--- config.mk ---
export PLATFORM = sky130hd
export DESIGN_NAME = shift_add_mult
export DESIGN_NICKNAME = d
export VERILOG_FILES = /design/src/rtl/mult_defs_pkg.sv /design/src/rtl/add_unit.sv /design/src/rtl/shift_add_mult.sv
export SDC_FILE = /design/constraint.sdc
export NUM_CORES = 1
export LEC_CHECK = 0
export BUFFER_PORTS_ARGS = -buffer_cell sky130_fd_sc_hd__buf_2
export CAP_MARGIN = 20
export CORE_MARGIN = 5
export CORE_UTILIZATION = 55
export DETAILED_ROUTE_END_ITERATION = 12
export GPL_TIMING_DRIVEN = 0
export PLACE_DENSITY = 0.85
export RECOVER_POWER = 100
export SYNTH_ARGS = -nofsm -noshare
export SYNTH_HDL_FRONTEND = slang
export SYNTH_SLANG_ARGS = --single-unit
--- constraint.sdc ---
create_clock -name clk -period 2.8 [get_ports clk]
set_input_delay 0.14 -clock clk [delete_from_list [all_inputs] [get_ports clk]]
set_output_delay 0.14 -clock clk [all_outputs]
set_load 0.02 [all_outputs]
--- src/rtl/mult_defs_pkg.sv ---
// Shared multiplier definitions: FSM encodings and counter sizing, reused by
// the shift-add, Booth and array multiplier wrappers.
package mult_defs;

    localparam logic [1:0] IDLE = 2'd0;
    localparam logic [1:0] RUN  = 2'd1;
    localparam logic [1:0] DONE = 2'd2;

    function automatic int cnt_w(input int width);
        return (width > 1) ? $clog2(width) : 1;
    endfunction

endpackage

--- src/rtl/add_unit.sv ---
// WIDTH-bit adder built from 4-bit carry-lookahead slices with ripple
// between slices; the only arithmetic in the multiplier.
module cla4x4 (
    input  logic [3:0] a,
    input  logic [3:0] b,
    input  logic       cin,
    output logic [3:0] sum,
    output logic       cout
);
    logic [3:0] g;
    logic [3:0] p;
    logic [3:0] c;

    always_comb begin
        g    = a & b;
        p    = a ^ b;
        c[0] = cin;
        c[1] = g[0] | (p[0] & cin);
        c[2] = g[1] | (p[1] & g[0]) | (p[1] & p[0] & cin);
        c[3] = g[2] | (p[2] & g[1]) | (p[2] & p[1] & g[0]) | (p[2] & p[1] & p[0] & cin);
        cout = g[3] | (p[3] & g[2]) | (p[3] & p[2] & g[1]) | (p[3] & p[2] & p[1] & g[0])
             | (p[3] & p[2] & p[1] & p[0] & cin);
        sum  = p ^ c;
    end
endmodule

module add_unit #(
    parameter int WIDTH = 4
) (
    input  logic [WIDTH-1:0] a,
    input  logic [WIDTH-1:0] b,
    input  logic             cin,
    output logic [WIDTH:0]   sum
);
    localparam int SLICES = WIDTH / 4;

    logic [SLICES:0] c;

    assign c[0] = cin;

    for (genvar i = 0; i < SLICES; i++) begin : g_slice
        cla4x4 u_cla (
            .a    (a[4*i +: 4]),
            .b    (b[4*i +: 4]),
            .cin  (c[i]),
            .sum  (sum[4*i +: 4]),
            .cout (c[i+1])
        );
    end

    assign sum[WIDTH] = c[SLICES];
endmodule

--- src/rtl/shift_add_mult.sv ---
// Iterative unsigned shift-and-add multiplier: one shared adder, WIDTH RUN
// cycles per product, valid/ready on operands and result.
module shift_add_mult
    import mult_defs::*;
#(
    parameter int WIDTH = 4
) (
    input  logic               clk,
    input  logic               rst,
    input  logic               in_valid,
    output logic               in_ready,
    input  logic [WIDTH-1:0]   a,
    input  logic [WIDTH-1:0]   b,
    output logic               out_valid,
    input  logic               out_ready,
    output logic [2*WIDTH-1:0] product,
    output logic               busy
);
    localparam int CW = cnt_w(WIDTH);

    logic [1:0]         state;
    logic [CW-1:0]      count;
    logic [2*WIDTH:0]   p;
    logic [WIDTH-1:0]   mcand;
    logic [WIDTH:0]     sum;
    logic [2*WIDTH:0]   p_step;

    add_unit #(.WIDTH(WIDTH)) u_add (
        .a   (p[2*WIDTH-1:WIDTH]),
        .b   (mcand),
        .cin (1'b0),
        .sum (sum)
    );

    // Carry out of the add lands in the upper half after the shift, so the
    // extra top bit of P never holds anything but zero.
    always_comb begin
        p_step = p[0] ? {1'b0, sum, p[WIDTH-1:1]} : {1'b0, p[2*WIDTH:1]};
    end

    always_ff @(posedge clk) begin
        if (rst) begin
            state   <= IDLE;
            count   <= '0;
            p       <= '0;
            mcand   <= '0;
            product <= '0;
        end else begin
            case (state)
                IDLE: begin
                    if (in_valid) begin
                        mcand <= a;
                        p     <= {1'b0, {WIDTH{1'b0}}, b};
                        count <= '0;
                        state <= RUN;
                    end
                end
                RUN: begin
                    p     <= p_step;
                    count <= count + CW'(1);
                    if (count == CW'(WIDTH - 1)) begin
                        product <= p_step[2*WIDTH-1:0];
                        state   <= DONE;
                    end
                end
                DONE: begin
                    if (out_ready)
                        state <= IDLE;
                end
                default: state <= IDLE;
            endcase
        end
    end

    assign in_ready  = (state == IDLE) && !rst;
    assign out_valid = (state == DONE);
    assign busy      = (state == RUN) || (state == DONE);
endmodule

==> flow_metrics.env <==
export IMPL_max_clock_path_buffers=2
export IMPL_final_setup_viol_count=0
export IMPL_worst_ep_arrival_time_ns=2.30
export IMPL_required_ns=3.06
export IMPL_drt_wl_total_mm=2.56
export IMPL_reg2reg_slack_ns=0.76
export IMPL_critical_path_top_delay_family="compound AO/OA/AOI/OAI gates"
export IMPL_synth_area_per_cell_um2=9.33
export IMPL_vias=1024
export IMPL_globalRouteTotalUtil=0.167
export IMPL_hp_class="in -> reg"
export IMPL_status="finished, final reports clean"
export IMPL_grt_start_max_net_pins=15
export IMPL_drc_errors=0
export IMPL_yosysSeqAreaShare=0.384
export IMPL_dieArea_um2=3330
export IMPL_htreeDepth=1
export IMPL_layout_commonest_cell="dfxtp_1"
export IMPL_fin_nets=183
export IMPL_fp_dieW_um=57.7
export IMPL_tightest_slew_ns=0.831
export IMPL_hold_start="a[0]"
export IMPL_cts_setup_buffers=0
export IMPL_post_synth_num_cell_types=37
export IMPL_reg2reg_depth=6
export IMPL_synth_nets=157
export IMPL_drt_pass1_iterations=4
export IMPL_via_per_inst=5.48
export IMPL_drt_iter0_drc=19
export IMPL_gp_congestion=0.770
export IMPL_r2r_start="state[0]"
export IMPL_powerDensity_nw_per_um2=822
export IMPL_critPathMaxStageDelay_ns=0.73
export IMPL_cpMaxStageDelayCell="o21ai_0"
export IMPL_cts_root_buf="clkbuf_4"
export IMPL_numCtsBuffers=3
export IMPL_clock_latency_ns=0.33
export IMPL_row_count=17
export IMPL_holdPathEnd="mcand[0]"
export IMPL_ant_nets=0
export IMPL_layout_common_cells="dfxtp_1 (24), nand2_1 (17), clkbuf_1 (16), nor2_1 (14), a21oi_1 (13)"
export IMPL_ir_worst_vdd_mv=0.576
export IMPL_clock_skew_ns=0.0173
export IMPL_area_growth_pct=12.0
export IMPL_slew_viol_final=0
export IMPL_overflow=0
export IMPL_p_leak_uw=0.000563
export IMPL_worstReg2RegEnd="p[5]"
export IMPL_antenna_found_initial=0
export IMPL_grt_pass1_wl_mm=4.45
export IMPL_drv_cap=0
export IMPL_start_util=0.571
export IMPL_synth_area_um2=1250
export IMPL_post_drt_wl_per_cell_um=13.7
export IMPL_fillers=195
export IMPL_cts_hold_buffers=0
export IMPL_path_class="reg -> reg"
export IMPL_path_clk_slew_ns=0.12
export IMPL_fmax_mhz=491
export IMPL_die_y_um=57.7
export IMPL_critical_path_cell_chain="inv_1 > ha_1 > clkbuf_1 > o21ai_0 > a22oi_1 > nor2_1"
export IMPL_core_um2=2190
export IMPL_finalCritPeriodShare=0.728
export IMPL_worst_setup_path_start_kind="flop"
export IMPL_stdcell_area_um2=1400
export IMPL_ys_seq_elements=24
export IMPL_yosys_warnings=0
export IMPL_critPathMaxFanout=9
export IMPL_setup_tns_ns=0
export IMPL_drive_gt1_frac=0.157
export IMPL_dpl_cell_area_um2=1390
export IMPL_finalCriticalPeriod_ns=2.04
export IMPL_grt_pass1_vias=1036
export IMPL_hold_viol=0
export IMPL_cts_tree="done"
export IMPL_cts_resized=0
export IMPL_relSlewSlack=0.440
export IMPL_num_antenna_cells=0
export IMPL_dp_hpwl_mm=2.02
export IMPL_synthCells=134
export IMPL_numPortBuffers=21
export IMPL_end_kind="flop"
export IMPL_rsz0062_at_grt="no"
export IMPL_path_buf_inv=2
export IMPL_whs_path_depth=3
export IMPL_numClockSinks=24
export IMPL_ioPinCount=23
[report_power, final]
| part | switching, uW | internal [uW] | total (uW) |
|---|---|---|---|
| logic | 289 | 179 | 468 |
| clock network | 110 | 145 | 254 |
| registers | 36.4 | 392 | 429 |
| total | 435 | 716 | 1150 |
[cell type report]
type                    count  area, um^2  area share
plain buffers               8        38.8      0.0277
clock buffers               3        22.5      0.0161
clock inverters             1        30.0      0.0214
inverters                   5        18.8      0.0134
multi-input cells          97         683       0.488
flip-flops and latches     24         480       0.343
well taps                  28        35.0      0.0250
repair buffers             21        91.3      0.0652
[kinds of logic after synthesis]
group,Yosys count,synth area share
DFF,24,0.384
AOI/OAI and AO/OA,32,0.184
and+or+nand+nor,44,0.175
muxes,8,0.0651
xor gates and xnor gates,2,0.0140
buffers and inverters,13,0.0611
adders and majority gates,11,0.116
[cell usage after synthesis]
cell type	n	area, um^2
dfxtp_1	24	480
nand2_1	16	60.1
nor2_1	14	52.6
a21oi_1	13	65.1
ha_1	10	125
mux2i_1	7	70.1
a211oi_1	4	30.0
inv_1	4	15.0
nand3_1	4	20.0
a22oi_1	3	22.5
buf_6	3	33.8
a21o_2	2	17.5
and2_4	2	17.5
clkbuf_1	2	7.51
nand3b_1	2	15.0
o21ai_1	2	10.0
xnor2_1	2	17.5
a2111oi_4	1	27.5
a31oi_1	1	6.26
a32oi_1	1	8.76
and3_1	1	6.26
buf_1	1	3.75
buf_2	1	5.00
buf_4	1	7.51
fa_1	1	20.0
inv_2	1	3.75
mux2_2	1	11.3
nand2_4	1	11.3
nand2b_4	1	13.8
nand3b_2	1	11.3
nor2b_1	1	6.26
nor3_1	1	5.00
o211ai_1	1	7.51
o21ai_2	1	8.76
o221a_2	1	11.3
o22ai_1	1	6.26
o41ai_1	1	8.76
[state kept, by name, summed over array words and instances (netlist names)]
register and cells:
count 2, mcand 4, p 8, state 2, product 8
[tightest hold or removal path, stage by stage]
cell and delay (ns):
buf_2 0.10, nand3_1 0.05, a21oi_1 0.05
[metrics by stage]
step	setup slack, ns	utilization	instances	hold WS, ns	total power [uW]
after global routing	0.543	0.639	187	0.0669	1240
after detailed placement	1.16	0.634	183	0.404	942
after global placement	1.20	0.634	183	0.396	911
after floorplan	1.27	-	134	0.287	834
after CTS	1.12	0.658	187	0.0564	1190
final	0.761	0.639	187	0.0621	1150
[how the worst max path moves through the flow]
stage,startpoint,endpoint,cells after the start
3_3_place_gp,p[4],p[4],5
3_5_place_dp,state[0],p[6],6
4_1_cts,state[0],p[6],6
5_1_grt,state[1],product[6],7
6_report,state[0],p[5],6
2_1_floorplan,p[4],p[4],5
[per-layer routing]
layer  wire [um]  GRT usage  vias up
li1            -          -      516
met1        1040      0.195      484
met2        1380      0.305       18
met3          87     0.0290        6
met4          52     0.0596        0
met5           0          0        -
(Power assumes the default switching activity.)
